File: config.mk
export PLATFORM = sky130hd
export DESIGN_NAME = game_flow_ctrl
export DESIGN_NICKNAME = d
export VERILOG_FILES = /design/src/rtl/game_pkg.sv /design/src/rtl/key_edge_det.sv /design/src/rtl/game_flow_ctrl.sv
export SDC_FILE = /design/constraint.sdc
export NUM_CORES = 1
export LEC_CHECK = 0
export ABC_AREA = 1
export CAP_MARGIN = 10
export CORE_UTILIZATION = 49
export DETAILED_ROUTE_END_ITERATION = 16
export PLACE_DENSITY = 0.85
export SYNTH_ARGS = -nofsm -noshare
export SYNTH_HDL_FRONTEND = slang
export SYNTH_SLANG_ARGS = --single-unit
File: constraint.sdc
create_clock -name frame_clk -period 1.8 [get_ports frame_clk]
set_clock_uncertainty 0.2 [all_clocks]
set_input_delay 0.18 -clock frame_clk [delete_from_list [all_inputs] [get_ports frame_clk]]
set_output_delay 0.18 -clock frame_clk [all_outputs]
set_load 0.02 [all_outputs]
File: src/rtl/game_pkg.sv
// Shared game-flow types and default constants for the sequencer and HUD/sprite logic.
package game_pkg;

    typedef enum logic [2:0] {
        TITLE     = 3'd0,
        PLAYING   = 3'd1,
        PAUSED    = 3'd2,
        DYING     = 3'd3,
        WIN       = 3'd4,
        GAME_OVER = 3'd5
    } gstate_t;

    localparam logic [7:0]  DEF_KEY_ENTER    = 8'h28;
    localparam logic [7:0]  DEF_KEY_PAUSE    = 8'h13;
    localparam int unsigned DEF_LIVES_INIT   = 3;
    localparam int unsigned DEF_DEATH_FRAMES = 60;
    localparam int unsigned DEF_WIN_FRAMES   = 120;

    // Bits needed to hold a countdown of the longer of the two phases (at least 1).
    function automatic int unsigned timer_width(input int unsigned a, input int unsigned b);
        int unsigned m;
        m = (a > b) ? a : b;
        return (m > 1) ? $clog2(m) : 1;
    endfunction

endpackage

File: src/rtl/key_edge_det.sv
// Registered rising-edge pulse for one keycode seen on either USB keycode slot.
module key_edge_det #(
    parameter logic [7:0] CODE = 8'h00
) (
    input  logic       clk,
    input  logic       rst,
    input  logic [7:0] keycode,
    input  logic [7:0] keycode2,
    output logic       rise
);

    logic pressed_c;
    logic prev;

    assign pressed_c = (keycode == CODE) || (keycode2 == CODE);

    always_ff @(posedge clk) begin
        if (rst) begin
            prev <= 1'b0;
            rise <= 1'b0;
        end else begin
            prev <= pressed_c;
            rise <= pressed_c & ~prev;
        end
    end

endmodule

File: src/rtl/game_flow_ctrl.sv
// Frame-rate game phase sequencer: lives, level, player gating and respawn pulse.
// Define GAME_FLOW_EXTRA_LIFE_EN to award a life (capped at 3) on each level clear.
module game_flow_ctrl
    import game_pkg::*;
#(
    parameter int unsigned LIVES_INIT   = DEF_LIVES_INIT,
    parameter int unsigned DEATH_FRAMES = DEF_DEATH_FRAMES,
    parameter int unsigned WIN_FRAMES   = DEF_WIN_FRAMES,
    parameter logic [7:0]  KEY_ENTER    = DEF_KEY_ENTER,
    parameter logic [7:0]  KEY_PAUSE    = DEF_KEY_PAUSE
) (
    input  logic       frame_clk,
    input  logic       Reset,
    input  logic [7:0] keycode,
    input  logic [7:0] keycode2,
    input  logic       colliding,
    input  logic       fell,
    input  logic       reached_goal,
    output logic       player_run,
    output logic       player_respawn,
    output logic [1:0] lives,
    output logic [1:0] level,
    output logic [2:0] game_state
);

    localparam int unsigned TW = timer_width(DEATH_FRAMES, WIN_FRAMES);

    gstate_t       state;
    logic [TW-1:0] timer;
    logic          enter_rise;
    logic          pause_rise;

    key_edge_det #(.CODE(KEY_ENTER)) u_enter (
        .clk      (frame_clk),
        .rst      (Reset),
        .keycode  (keycode),
        .keycode2 (keycode2),
        .rise     (enter_rise)
    );

    key_edge_det #(.CODE(KEY_PAUSE)) u_pause (
        .clk      (frame_clk),
        .rst      (Reset),
        .keycode  (keycode),
        .keycode2 (keycode2),
        .rise     (pause_rise)
    );

    assign game_state = state;

    // player_run tracks the next state so it is high on exactly the PLAYING frames.
    always_ff @(posedge frame_clk) begin
        if (Reset) begin
            state          <= TITLE;
            lives          <= 2'(LIVES_INIT);
            level          <= 2'd0;
            timer          <= '0;
            player_run     <= 1'b0;
            player_respawn <= 1'b0;
        end else begin
            player_respawn <= 1'b0;
            unique case (state)
                TITLE: begin
                    if (enter_rise) begin
                        state          <= PLAYING;
                        lives          <= 2'(LIVES_INIT);
                        level          <= 2'd0;
                        player_run     <= 1'b1;
                        player_respawn <= 1'b1;
                    end
                end
                PLAYING: begin
                    if (colliding || fell) begin
                        state      <= DYING;
                        lives      <= (lives == 2'd0) ? 2'd0 : lives - 2'd1;
                        timer      <= TW'(DEATH_FRAMES - 1);
                        player_run <= 1'b0;
                    end else if (reached_goal) begin
                        state      <= WIN;
                        timer      <= TW'(WIN_FRAMES - 1);
                        player_run <= 1'b0;
                    end else if (pause_rise) begin
                        state      <= PAUSED;
                        player_run <= 1'b0;
                    end
                end
                PAUSED: begin
                    if (pause_rise) begin
                        state      <= PLAYING;
                        player_run <= 1'b1;
                    end
                end
                DYING: begin
                    if (timer == '0) begin
                        if (lives == 2'd0) begin
                            state <= GAME_OVER;
                        end else begin
                            state          <= PLAYING;
                            player_run     <= 1'b1;
                            player_respawn <= 1'b1;
                        end
                    end else begin
                        timer <= timer - TW'(1);
                    end
                end
                WIN: begin
                    if (timer == '0) begin
                        state          <= PLAYING;
                        level          <= level + 2'd1;
                        player_run     <= 1'b1;
                        player_respawn <= 1'b1;
`ifdef GAME_FLOW_EXTRA_LIFE_EN
                        lives          <= (lives == 2'd3) ? 2'd3 : lives + 2'd1;
`endif
                    end else begin
                        timer <= timer - TW'(1);
                    end
                end
                GAME_OVER: begin
                    if (enter_rise) begin
                        state <= TITLE;
                    end
                end
                default: begin
                    state      <= TITLE;
                    player_run <= 1'b0;
                end
            endcase
        end
    end

endmodule

# == Word level (Yosys, flattened, before mapping) ==
# Index checks and enable logic that the tools add are counted.
# op_classes
add_sub_neg,3
n_eq_ne,19
n_mux,35
bitwise_logic,5
reduce_logical,15
# ops
operator,n
3-bit 2-to-1 mux,9
7-bit 2-to-1 mux,3
3-bit one-hot mux with 6 select lines,1
8-bit by 5-bit equality test with 1-bit output (second input constant),2
8-bit by 6-bit equality test with 1-bit output (second input constant),2
7-bit one-hot mux with 2 select lines,1
1-bit 2-to-1 mux,12
2-bit 2-to-1 mux,5
2-bit != test (second input constant),5
3-bit AND reduction,3
2-bit one-hot mux with 2 select lines,2
7-bit zero test,1
7-bit AND reduction,1
7-bit by 1-bit subtractor with 7-bit output (second input constant),1
3-bit by 2-bit equality test with 1-bit output (second input constant),2
3-bit equality test (second input constant),2
2-bit by 1-bit != test with 1-bit output (second input constant),3
1-bit one-hot mux with 6 select lines,1
6-bit AND reduction,1
2-bit nonzero test,3
4-bit by 3-bit != test with 1-bit output (second input constant),1
3-bit by 1-bit equality test with 1-bit output (second input constant),1
3-bit zero test,1
1-bit logical OR,3
other kinds (8),11
# totals
ff_bits,20
in_bits,21
output_inout_bits,9
elab_cells,87

# == Depth between registers and ports, before layout ==
# Gate-level depths: netlist of run 1.
# depth
word_depth,4
ltp_mapped,12

# == Modules after synthesis ==
# Synthesis of run 1 repeated with hierarchy kept, for this count alone.
# unflattened
hier_cells,227
area_unflattened_um2,1317.5
# by_module_without_submodules
mod,n_inst,cells_per_inst,area_per_inst_um2
game_flow_ctrl,1,163,1002.2
key_edge_det (u_enter),1,33,161.4
key_edge_det (u_pause),1,31,153.9

# == Worst setup path before layout of run 1 ==
# Ideal clock, no wire load.
# synth_path
path_type,register to register
from,register timer[0]
to,register state[2] (netlist: game_state[2])
setup_ns,0.114
arrival_ns,1.290
required_time_ns,1.486
slack_ns,0.196
stages_incl_launch_ff,12
n_path_buf,0
period_less_slack_ns,1.604
path_cell_list,dfxtp_1 > inv_1 > ha_1 > inv_1 > nor2_1 > nand3_4 > nand2_8 > nand2_4 > inv_4 > nand2_4 > nor2_1 > nor2_2
# synth_via
elab_chain_cells,3
# synth_lines
item,line_no,text
"start, declared",game_flow_ctrl.sv:29,logic [TW-1:0] timer;
"start signal, assigned",game_flow_ctrl.sv:76,timer <= TW'(DEATH_FRAMES - 1);
"start signal, assigned",game_flow_ctrl.sv:80,timer <= TW'(WIN_FRAMES - 1);
"start signal, assigned",game_flow_ctrl.sv:103,timer <= timer - TW'(1);
7-bit zero test (*),"game_flow_ctrl.sv:94, game_flow_ctrl.sv:107",
2-bit != test (no line),n/a,
6-bit AND reduction (no line) (*),n/a,
"end signal, assigned",game_flow_ctrl.sv:96,state <= GAME_OVER;
"end signal, assigned",game_flow_ctrl.sv:98,state <= PLAYING;
"end signal, assigned",game_flow_ctrl.sv:108,state <= PLAYING;
"end, declared",game_flow_ctrl.sv:28,gstate_t state;
# Mark *: on every way between the ends. The rest lies on a longest branch, timed or not.
# A chain may end at the register's enable or synchronous reset.

# == Worst setup path in the final report of run 1 ==
# layout_path
from,register state[0] (netlist: game_state[0])
to,output game_state[0]
# layout_lines
item,line_no,text
"start signal, assigned",game_flow_ctrl.sv:54,state <= TITLE;
"start signal, assigned",game_flow_ctrl.sv:65,state <= PLAYING;
"start signal, assigned",game_flow_ctrl.sv:74,state <= DYING;
"end, declared",game_flow_ctrl.sv:23,output logic [2:0] game_state
# No word-level cell between the ends.

==> flow_summary.yaml, run 1 <==
route:
  drt-initial-drc-count: 21
  via_count: 1253
  routedWlPerCell_um: 11.57
  via_per_inst: 5.135
  finalWirelength_um: 2824
  drc_errors: 0
  drt-pass1-iter-count: 4
  drtAntennaViolNets: 0
cts:
  hold_buffers: 0
  cts_buffers: 3
  clkLatencyLatePin_ns: 0.30
  ctsHtreeMaxLevel: 1
  cts_tree: "done"
  numClockSinks: 20
  clkSlewWorstSetupHoldPaths_ns: 0.11
  cts_root_buf: "clkbuf_4"
  cts.path.max_buffers: 2
  cts_setup_buffers: 0
critical_path:
  crit_type: "flip-flop to output pin"
  startpoint: "game_state[0]"
  r2r_slack_ns: 0.11
  slowest_delay_ns: 0.63
  critPathCapture: "game_state[0]"
  path_buf_inv: 1
  end_kind: "output pin"
  r2r-start: "timer[1]"
  worst-path-stages: 1
  path_cells: "clkdlybuf4s50_1"
  worstPathMaxFanout: 7
  regToRegEndpoint: "game_state[2]"
  crit_arrival_ns: 1.35
  cp_slowest_cell: "clkdlybuf4s50_1"
  startpoint_type: "flip-flop"
  r2r_cells: 12
  crit_required_ns: 1.42
  cpLargestDelayFamily: "buffers and inverters"
synthesis:
  synthesis.nets: 205
  synth_seq_cells: 20
  syn_area_um2: 1234
  synth_cell_types: 27
  syn_inst: 182
  synth_top_area_share_pct: 32.45
  syn_avg_cell_area_um2: 6.778
  synth_mux_area_share_pct: 0
  synth_fa_ha_area_share_pct: 2.028
  ys_seq_area_share_pct: 32.45
  yosysTopAreaCell: "dfxtp_1"
  synth-compound-area-share_pct: 10.14
  synth-simple-area-share_pct: 44.12
  synth_top_family_by_area: "simple AND/OR/NAND/NOR gates"
  yosysWarnings: 0
  synth_area_leaders: "dfxtp_1 32%, nor2_1 12%, nand2_1 9.1%"
  synth_xor_area_share_pct: 1.420
final_layout:
  nNetsFinal: 240
  area_growth_pct: 30.02
  mostFrequentLayoutCell: "nor2_1"
  design_area_um2: 1604
  most-common-layout-cells: "38 x nor2_1, 30 x nand2_1, 27 x clkdlybuf4s50_1"
  diodes: 0
  n_fill_cell: 204
  stdcell_count: 244
  drive_gt1_share_pct: 13.89
  fin_util_pct: 69.83
placement:
  dp_hpwl_um: 2286
  gp_congestion: 0.8858
  post_dp_cell_area_um2: 1563
  place_inst: 240
  pre_cts_slack_ns: -0.01057
  portBuffers: 29
timing:
  final_hold_viol_count: 0
  fmax_ghz: 0.5776
  slew_headroom_pct: 73.00
  period_needed_ns: 1.731
  setup_viol: 0
  grt_setup_unrepaired: "false"
  setup-tns-final_ns: 0
  post-route-period-util_pct: 96.18
  tightest_slew_ns: 0.4046
  drv_slew: 0
  finalWorstSetupSlack_ns: 0.06876
grt:
  track_usage_pct: 23.19
  grt_pass1_vias: 1193
  grt_max_degree: 14
  antenna_found_initial: 0
  overflow: 0
  grt_pass1_wl_um: 4774
status:
  status: "finished clean"
die:
  die_height_um: 52.18
  fp.coreArea_um2: 2297
  ios: 30
  dieArea_um2: 2722
  die_x_um: 52.18
  placementRows: 17
  initial_core_util_pct: 53.70
power:
  switching_share_pct: 49.06
  power.share.combinational_pct: 62.9
  leakage_nw: 0.7537
  powerDensity_nw_per_um2: 1653
  ir_drop_mv: 1.038
  p_clk_share_pct: 10.0
  power.internal_mw: 1.350
  power_switching_mw: 1.301
  seq_power_share_pct: 27.1
worst_hold_path:
  hold_class: "flip-flop to flip-flop"
  worstHoldPathCells: 1
job:
  drv_cap: 0
cells by family after synthesis:
family | count (synthesis)
xor gates and xnor gates | 2
DFF | 20
AOI/OAI and AO/OA | 23
adders and majority gates | 2
and+or+nand+nor | 106
buffers and inverters | 29
metrics by stage:
step | power (mW) | hold slack, ns
after floorplan | 1.982 | 0.04907
after global placement | 2.303 | 0.1732
after detailed placement | 2.381 | 0.1795
after CTS | 2.643 | 0.1959
after global routing | 2.878 | 0.2223
final | 2.651 | 0.1951
power groups by stage:
stage,clock [mW],combinational (mW),sequential (mW)
global placement,0,1.59,0.710
detailed placement,0,1.66,0.719
floorplan,0,1.22,0.766
CTS,0.271,1.66,0.711
global route,0.292,1.85,0.734
finish,0.266,1.67,0.717
cells in the mapped netlist (all sizes together):
cell type	n
or2	3
nand3	16
a21oi	10
buf	1
o22ai	2
nor2	42
nand3b	3
xor2	1
ha	2
nor3	4
nand2	36
o21ai	11
dfxtp	20
xnor2	1
nand4	2
inv	28
final cells by class:
class / instances / area [µm²] / area share, %
clock buffers: 4 / 36.28 / 2.262
inverters: 28 / 110.1 / 6.864
multi-input cells: 133 / 714.4 / 44.54
flip-flops and latches: 20 / 401.6 / 25.04
well taps: 28 / 35.03 / 2.184
repair buffers: 31 / 306.5 / 19.11
registers in the layout, indices dropped and copies added, names as in the netlist:
register and count:
timer 7, game_state 3, level 2, lives 2
player_respawn 1, player_run 1, u_enter.prev 1, u_enter.rise 1
u_pause.prev 1, u_pause.rise 1
worst min-delay path by stage:
stage | startpoint | end | slack, ns
finish | u_enter.prev | u_enter.rise | 0.20
floorplan | Reset | player_respawn | 0.05
global placement | u_enter.prev | u_enter.rise | 0.17
CTS | u_enter.prev | u_enter.rise | 0.20
global route | u_pause.prev | u_pause.rise | 0.22
detailed placement | u_enter.prev | u_enter.rise | 0.18
what timing repair did:
| item | in CTS | in global routing |
|---|---|---|
| gates cloned | 0 | 0 |
| gates resized for setup | 2 | 2 |
| setup endpoints to repair | 2 | 8 |
per-layer routing:
metal	track usage (%)	vias to the layer above	share of wire [%]
li1	-	644	-
met1	25.53	576	43
met2	44.23	31	53
met3	3.768	2	3.7
met4	7.895	0	0.53
met5	0	-	0
Note: power is estimated with default switching activity, not from simulation.
==> run 2, diff against run 1 <==
- CTS_CLUSTER_DIAMETER: default -> 100
==> results of run 2 <==
Final layout, timing and power as in run 1 (identical DEF).
==> run 3, diff against run 2 <==
- CELL_PAD_IN_SITES_DETAIL_PLACEMENT: default -> 1
- CELL_PAD_IN_SITES_GLOBAL_PLACEMENT: default -> 1
- CORE_UTILIZATION: 49 -> 34
==> run 3 against run 2 <==
Clock power shrank 21%. Register-to-register slack better by 0.07 ns. Power is 0.51% lower. First-iteration DRC count increased by 4.8%. Sequential cell count stayed put. Sequential share of layout area shrank 0.61 points. Cell count up 8.2%. Cell area is 2.2% higher. Via count is 1.9% lower. Hold slack gained 0.00061 ns. Sequential power shrank 2%.
==> flow_summary.yaml, run 3 (synthesis results as in run 1) <==
status:
  status: "finished clean"
final_layout:
  largest_reg_flops: 7
  nNetsFinal: 243
  most-common-layout-cells: "37 x nor2_1, 30 x nand2_1, 26 x clkdlybuf4s50_1"
  diodes: 0
  area_growth_pct: 32.86
  mostFrequentLayoutCell: "nor2_1"
  regMostFlops: "timer"
  n_fill_cell: 451
  design_area_um2: 1639
  drive_gt1_share_pct: 14.68
timing:
  setup_viol: 0
  drv_slew: 0
  tightest_slew_ns: 0.3276
  post-route-period-util_pct: 94.25
  fmax_ghz: 0.5894
  period_needed_ns: 1.697
  slew_headroom_pct: 78.08
  finalWorstSetupSlack_ns: 0.1035
  final_hold_viol_count: 0
critical_path:
  slowest_delay_ns: 0.62
  startpoint_type: "flip-flop"
  crit_type: "flip-flop to output pin"
  path_cells: "clkdlybuf4s50_1"
  crit_required_ns: 1.42
  crit_arrival_ns: 1.32
  path_buf_inv: 1
  cpLargestDelayFamily: "buffers and inverters"
  worstPathMaxFanout: 5
  end_kind: "output pin"
  cp_slowest_cell: "clkdlybuf4s50_1"
route:
  via_per_inst: 4.655
  drt-initial-drc-count: 22
  drc_errors: 0
  finalWirelength_um: 3131
  drtAntennaViolNets: 0
  via_count: 1229
  routedWlPerCell_um: 11.86
  drt-pass1-iter-count: 4
cts:
  ctsHtreeMaxLevel: 1
  cts_root_buf: "clkbuf_4"
  cts.path.max_buffers: 2
  numClockSinks: 20
  clkSlewWorstSetupHoldPaths_ns: 0.11
  cts_tree: "done"
  cts_buffers: 3
  clkLatencyLatePin_ns: 0.30
power:
  powerDensity_nw_per_um2: 1609
  switching_share_pct: 50.05
  seq_power_share_pct: 26.7
  ir_drop_mv: 0.5010
  leakage_nw: 0.7766
  power.internal_mw: 1.317
  power_switching_mw: 1.320
  p_clk_share_pct: 8.0
  power.share.combinational_pct: 65.3
grt:
  grt_use_met1_pct: 21.50
  track_usage_pct: 18.75
  grt_pass1_vias: 1320
  grt_max_degree: 11
  antenna_found_initial: 0
  overflow: 0
  met2_usage_pct: 35.44
  gr-usage-met3_pct: 2.390
  grt.busiest_layer: "met2"
  grt_pass1_wl_um: 5837
placement:
  dp_hpwl_um: 2600
  gp_congestion: 0.8514
  post_dp_cell_area_um2: 1608
  pre_cts_slack_ns: 0.06059
  portBuffers: 29
die:
  die_height_um: 62.24
  fp.coreArea_um2: 3416
  initial_core_util_pct: 36.12
  placementRows: 21
  die_x_um: 62.24
  dieArea_um2: 3873
  ios: 30
worst_hold_path:
  hold_class: "flip-flop to flip-flop"
job:
  drv_cap: 0
## run 3: changes by cell type in the layout (fill, tap and decap cells not counted)
cell             change
dlymetal6s2s_1       +1
buf_4                +3
clkbuf_8             -1
nor2_1               -1
dfxtp_1              +1
nor2_2               +1
clkdlybuf4s50_1      -1
dfxtp_2              -1
## run 3: path summary, 6_finish.rpt
| kind | startpoint | endpoint | slack (ns) | cells past startpoint |
|---|---|---|---|---|
| setup / recovery | lives[0] | lives[0] | 0.10 | 1 |
| hold reg to reg | u_enter.prev | u_enter.rise | 0.20 | 1 |
| hold / removal | u_enter.prev | u_enter.rise | 0.20 | 1 |
| setup reg to reg | timer[1] | game_state[2] | 0.18 | 11 |
## run 3: metrics by stage
step | std cells | util [%] | total power [mW] | hold slack (ns) | setup TNS, ns
global route | 264 | 47.99 | 2.937 | 0.2185 | -0.02450
global placement | 261 | 47.07 | 2.392 | 0.1746 | 0
detailed placement | 261 | 47.07 | 2.450 | 0.1846 | 0
CTS | 264 | 47.69 | 2.668 | 0.2018 | 0
finish | 264 | 47.99 | 2.638 | 0.1957 | 0
floorplan | 182 | - | 1.982 | 0.04907 | 0
## run 3: final cells by class
type	instances	area [µm²]	share of cell area, %
Multi-Input combinational cell	133	716.9	43.74
Sequential cell	20	400.4	24.43
Timing Repair Buffer	34	331.6	20.23
Inverter	28	110.1	6.718
Tap cell	46	57.56	3.511
Clock buffer	3	22.52	1.374
## run 3: metal layers
layer | part of all wire [%] | wire, µm
met4 | 0.77 | 24
met5 | 0 | 0
met1 | 44 | 1386
met3 | 1.9 | 61
met2 | 53 | 1659
## run 3: power by group through the flow
stage | sequential, mW | combinational [mW] | clock [mW]
floorplan | 0.766 | 1.22 | 0
global placement | 0.710 | 1.68 | 0
detailed placement | 0.716 | 1.73 | 0
CTS | 0.706 | 1.74 | 0.223
global route | 0.732 | 1.96 | 0.247
finish | 0.704 | 1.72 | 0.211
## run 3: repair_timing
item	4_1_cts	5_1_grt
resized for setup	1	4
endpoints found under the setup margin	1	14
cloned	0	0
hold buffers	0	0
buffers inserted	0	0
